===== src/rtl/mul_unit.sv =====
`timescale 1ns/1ps
// mul_unit: iterative radix-2 shift-add multiplier for the multicycle datapath.
// Accepts MUL (101), SMUL (110) and UMUL (111). The result appears WIDTH+2
// cycles after the accepted Start, together with a one-cycle Done pulse.
// Ports:
//   clk, reset          clock, synchronous active-high reset
//   Start, MulOp        request and ALUControl code (sampled in IDLE/DONE)
//   SrcA, SrcB          multiplicand / multiplier
//   Busy                high while computing (CALC, FIX), decoded from state
//   Done                registered one-cycle completion pulse
//   ResultLo, ResultHi  product halves (ResultHi is 0 for MUL)
//   MulFlags            {N,Z} of the result
module mul_unit #(
    parameter int unsigned WIDTH = 32
) (
    input  logic             clk,
    input  logic             reset,
    input  logic             Start,
    input  logic [2:0]       MulOp,
    input  logic [WIDTH-1:0] SrcA,
    input  logic [WIDTH-1:0] SrcB,
    output logic             Busy,
    output logic             Done,
    output logic [WIDTH-1:0] ResultLo,
    output logic [WIDTH-1:0] ResultHi,
    output logic [1:0]       MulFlags
);

    localparam int unsigned PW = 2 * WIDTH;
    localparam int unsigned AW = PW + 1;
    localparam int unsigned CW = (WIDTH > 1) ? $clog2(WIDTH) : 1;

    localparam logic [2:0] OP_MUL  = 3'b101;
    localparam logic [2:0] OP_SMUL = 3'b110;

    typedef enum logic [1:0] {
        S_IDLE,
        S_CALC,
        S_FIX,
        S_DONE
    } state_e;

    state_e           state_q, state_d;
    logic [WIDTH-1:0] mcand_q, mcand_d;
    logic [AW-1:0]    acc_q, acc_d;
    logic [CW-1:0]    cnt_q, cnt_d;
    logic             neg_q, neg_d;
    logic             lo_only_q, lo_only_d;
    logic             done_q, done_d;
    logic [WIDTH-1:0] lo_q, lo_d;
    logic [WIDTH-1:0] hi_q, hi_d;
    logic [1:0]       flags_q, flags_d;

    logic             op_valid;
    logic             is_smul;
    logic [WIDTH-1:0] mag_a, mag_b;
    logic [WIDTH:0]   upper_sum;
    logic [PW-1:0]    prod, fixed;

    // Request decode and operand magnitudes (SMUL only takes absolute values;
    // the most-negative value negates to itself, which is its correct unsigned magnitude).
    assign op_valid = MulOp[2] & (MulOp[1] | MulOp[0]);
    assign is_smul  = (MulOp == OP_SMUL);
    assign mag_a    = (is_smul && SrcA[WIDTH-1]) ? WIDTH'(~SrcA + WIDTH'(1)) : SrcA;
    assign mag_b    = (is_smul && SrcB[WIDTH-1]) ? WIDTH'(~SrcB + WIDTH'(1)) : SrcB;

    // One shift-add step: the multiplier lives in the low half of the
    // accumulator, so acc_q[0] is the current multiplier bit.
    assign upper_sum = acc_q[AW-1:WIDTH] + (acc_q[0] ? {1'b0, mcand_q} : '0);

    // Final sign correction of the 2W-bit magnitude product.
    assign prod  = acc_q[PW-1:0];
    assign fixed = neg_q ? PW'(~prod + PW'(1)) : prod;

    // Next-state and datapath control.
    always_comb begin
        state_d   = state_q;
        mcand_d   = mcand_q;
        acc_d     = acc_q;
        cnt_d     = cnt_q;
        neg_d     = neg_q;
        lo_only_d = lo_only_q;
        done_d    = 1'b0;
        lo_d      = lo_q;
        hi_d      = hi_q;
        flags_d   = flags_q;

        case (state_q)
            S_IDLE, S_DONE: begin
                if (Start && op_valid) begin
                    state_d   = S_CALC;
                    mcand_d   = mag_a;
                    acc_d     = {{(WIDTH + 1){1'b0}}, mag_b};
                    cnt_d     = '0;
                    neg_d     = is_smul & (SrcA[WIDTH-1] ^ SrcB[WIDTH-1]);
                    lo_only_d = (MulOp == OP_MUL);
                end else begin
                    state_d = S_IDLE;
                end
            end
            S_CALC: begin
                acc_d = {1'b0, upper_sum, acc_q[WIDTH-1:1]};
                cnt_d = cnt_q + CW'(1);
                if (cnt_q == CW'(WIDTH - 1)) begin
                    state_d = S_FIX;
                end
            end
            S_FIX: begin
                state_d = S_DONE;
                done_d  = 1'b1;
                lo_d    = fixed[WIDTH-1:0];
                if (lo_only_q) begin
                    hi_d    = '0;
                    flags_d = {fixed[WIDTH-1], (fixed[WIDTH-1:0] == '0)};
                end else begin
                    hi_d    = fixed[PW-1:WIDTH];
                    flags_d = {fixed[PW-1], (fixed == '0)};
                end
            end
            default: state_d = S_IDLE;
        endcase
    end

    // State and result registers.
    always_ff @(posedge clk) begin
        if (reset) begin
            state_q   <= S_IDLE;
            mcand_q   <= '0;
            acc_q     <= '0;
            cnt_q     <= '0;
            neg_q     <= 1'b0;
            lo_only_q <= 1'b0;
            done_q    <= 1'b0;
            lo_q      <= '0;
            hi_q      <= '0;
            flags_q   <= '0;
        end else begin
            state_q   <= state_d;
            mcand_q   <= mcand_d;
            acc_q     <= acc_d;
            cnt_q     <= cnt_d;
            neg_q     <= neg_d;
            lo_only_q <= lo_only_d;
            done_q    <= done_d;
            lo_q      <= lo_d;
            hi_q      <= hi_d;
            flags_q   <= flags_d;
        end
    end

    assign Busy     = (state_q == S_CALC) || (state_q == S_FIX);
    assign Done     = done_q;
    assign ResultLo = lo_q;
    assign ResultHi = hi_q;
    assign MulFlags = flags_q;

endmodule

===== config.mk =====
export PLATFORM = sky130hd
export DESIGN_NAME = mul_unit
export DESIGN_NICKNAME = d
export VERILOG_FILES = /design/src/rtl/mul_unit.sv
export SDC_FILE = /design/constraint.sdc
export NUM_CORES = 1
export LEC_CHECK = 0
export BUFFER_PORTS_ARGS = -buffer_cell sky130_fd_sc_hd__buf_4
export CAP_MARGIN = 20
export CORE_MARGIN = 5
export CORE_UTILIZATION = 30
export CTS_CLUSTER_DIAMETER = 80
export DETAILED_ROUTE_END_ITERATION = 10
export PLACE_DENSITY = 0.56
export SKIP_CTS_REPAIR_TIMING = 1
export SLEW_MARGIN = 20
export SYNTH_ARGS = -nofsm -noshare
export SYNTH_HDL_FRONTEND = slang
export SYNTH_SLANG_ARGS = --single-unit

===== constraint.sdc =====
create_clock -name clk -period 8.1 [get_ports clk]
set_input_delay 0.405 -clock clk [delete_from_list [all_inputs] [get_ports clk]]
set_output_delay 0.405 -clock clk [all_outputs]
set_load 0.02 [all_outputs]

==> impl_metrics.toml <==
[timing]
period_minus_slack_ns = 4.258
slew_headroom_pct = 35.24
drv_slew = 0
skew_ns = 0.01196
grt_setup_unrepaired = "false"
worstMarginPinSlew_ns = 0.9625
worst_slack_ns = 3.842
finalSetupTns_ns = 0
setup_viol = 0
post-route-period-util_pct = 52.57
hold_violations = 0
max_freq_mhz = 234.9

[cts]
clockBufferDepth = 2
cts_buffers = 17
clkSinkCount = 172
cts_tree = "built"
clk_pin_slew_ns = 0.06
root_buffer = "clkbuf_16"
htreeDepth = 4
clkLatencyLatePin_ns = 0.44

[die]
dieArea_um2 = 41400
core_um2 = 36790
initial_core_util_pct = 30.53
rows = 70
fp.dieH_um = 203.5
io-pin-count = 138
die_w_um = 203.5

[routing]
met1Wirelength_mm = 17.87
top_layer = "met5"
met2_length_mm = 14.50
first_iter_violations = 756
wl_met3_mm = 2.003
drc = 0
wl_mm = 34.78
dr.pass1.iters = 7
vias = 10590
final_antenna_net_count = 0
drt-vias-per-instance = 5.349
post_drt_wl_per_cell_um = 17.57

[logic_synthesis]
synth_nets = 1545
netlist-cell-type-count = 71
ys_seq_area_share_pct = 30.66
synth.top_cell.area_share_pct = 30.66
avgSynthCellArea_um2 = 7.831
ys_async_sr_fraction_pct = 0
ys_seq_elements = 172
synth_area_leaders = "dfxtp_1, xor2_1, nor2_1"
synth_ff_type = "dfxtp_1"
postSynthCellCount = 1434
yosysTopAreaCell = "dfxtp_1"
synth_area_um2 = 11230
yosys_warnings = 0
synth_edf_count = 0

[pwr]
power_density_nw_per_um2 = 223.1
ir_drop_uv = 124.8
cellLeakagePower_nw = 5.036
total_power_mw = 2.933

[setup_path]
path_max_fanout = 20
criticalPathCategory = "register to register"
start_kind = "register"
cpMostUsedCell = "nand3_1"
slowest_stage = "nand3_1"
critical_path_buf_inv_count = 0
slowest_delay_ns = 0.77
crit_chain = "or4_4 > nor3_1 > nand3_1 > o31ai_1 > xnor2_1 > or4_1 > nor4_1 > nand3_1 > a211oi_2"
endpoint_kind = "register"
critPathTopFamily = "simple AND/OR/NAND/NOR gates"
worstPathRequired_ns = 8.45
crit_arrival_ns = 4.61

[place]
gp_congestion = 0.8727
placedCellCount = 1947
port_buffers = 137
hpwl_mm = 26.55
dp_slack_ns = 3.854

[grt]
grt_overflow = 0
grt_pass1_wl_mm = 55.68
antenna_found_initial = 4
grt_max_degree = 87
track_usage_pct = 16.37
grt_pass1_vias = 9977

[worst_hold_path]
min_path_type = "input port to register"

[status]
outcome = "finished clean"

[finish]
n_fill_cell = 3916
synthToLayoutAreaGrowth_pct = 17.06
instances_no_fill = 1979
fin_nets = 1609
final_common_cell = "dfxtp_1"
mostFrequentLayoutCells = "dfxtp_1, nor2_1, buf_4, nand2_1, xor2_1"
drive_gt1_share_pct = 13.65

[flow_run]
maxCapViolCount = 0
-- flip-flops by register name (all words and copies together) (netlist names) --
signal	flops
ResultHi	32
Done	1
neg_q	1
lo_only_q	1
state_q	2
mcand_q	32
acc_q	64
ResultLo	32
MulFlags	2
cnt_q	5
-- kinds of logic (layout without fill, tap and decap cells) --
family | after synthesis | after routing | synth area share (%)
AO/OA/AOI/OAI | 392 | 392 | 23.96
XOR/XNOR | 140 | 140 | 10.92
adder cells (fa/ha/maj) | 41 | 41 | 4.635
buffers and inverters | 126 | 201 | 4.602
flip-flops | 172 | 172 | 30.66
multiplexers | 9 | 9 | 0.8245
other | 0 | 2 | 0
AND/OR/NAND/NOR | 554 | 554 | 24.40
-- synthesized netlist by cell type (10+ instances only) --
| cell | number |
|---|---|
| dfxtp_1 | 172 |
| nor2_1 | 162 |
| nand2_1 | 135 |
| clkbuf_1 | 83 |
| xor2_1 | 75 |
| a21oi_1 | 69 |
| xnor2_1 | 65 |
| o21ai_0 | 62 |
| a211oi_1 | 56 |
| nand3_1 | 48 |
| ha_1 | 40 |
| and2_1 | 38 |
| a31oi_1 | 36 |
| nor3_1 | 33 |
| or3_1 | 33 |
| a22oi_1 | 28 |
| o31ai_1 | 27 |
| o41ai_1 | 23 |
| inv_1 | 21 |
| or4_1 | 17 |
| o21a_1 | 15 |
| nor4_1 | 14 |
| a22o_1 | 13 |
| nand2b_1 | 13 |
| nor2b_1 | 12 |
| nand4_1 | 11 |
| or2_2 | 10 |
-- path summary, 6_finish.rpt --
check	start	endpoint	slack, ns	cells after the start
worst max register to register	acc_q[12]	MulFlags[0]	3.84	9
worst max-delay path	acc_q[12]	MulFlags[0]	3.84	9
worst min-delay path	MulOp[1]	lo_only_q	0.18	2
worst min register to register	mcand_q[28]	mcand_q[28]	0.45	2
-- worst register-to-register path: cells and delay by family, from the launching register on --
family,cells,cell delay [ns]
xor+xnor,1,0.13
simple gates,6,2.94
compound gates,2,0.71
flops,1,0.40
-- report_power, final --
| part | internal, mW | leakage (nW) | switching [mW] |
|---|---|---|---|
| sequential | 0.944 | 1.40 | 0.0926 |
| clock | 0.523 | 0.293 | 0.358 |
| combinational | 0.348 | 3.35 | 0.668 |
-- layer usage --
layer | global-route usage (%) | vias to the layer above
li1 | - | 5351
met1 | 24.71 | 4940
met2 | 23.95 | 257
met3 | 3.435 | 33
met4 | 3.469 | 4
met5 | 0 | -
-- metrics by stage --
step | utilization (%) | hold WS (ns) | area, um2
global route | 35.72 | 0.1868 | 13140
finish | 35.73 | 0.1814 | 13150
detailed placement | 34.04 | 0.4453 | 12520
CTS | 35.71 | 0.1660 | 13140
floorplan | - | 0.4273 | 11230
global placement | 34.04 | 0.4372 | 12520
-- final cells by class --
cell class / instances / area (um2) / area share, %
Sequential cell: 172 / 3445 / 26.20
Timing Repair Buffer: 149 / 1119 / 8.509
Tap cell: 468 / 585.6 / 4.455
Inverter: 22 / 82.58 / 0.6282
Antenna cell: 2 / 5.005 / 0.03807
Clock inverter: 10 / 166.4 / 1.266
Multi-Input combinational cell: 1136 / 7296 / 55.50
Clock buffer: 20 / 446.7 / 3.398
Note: power is estimated with default switching activity, not from simulation.
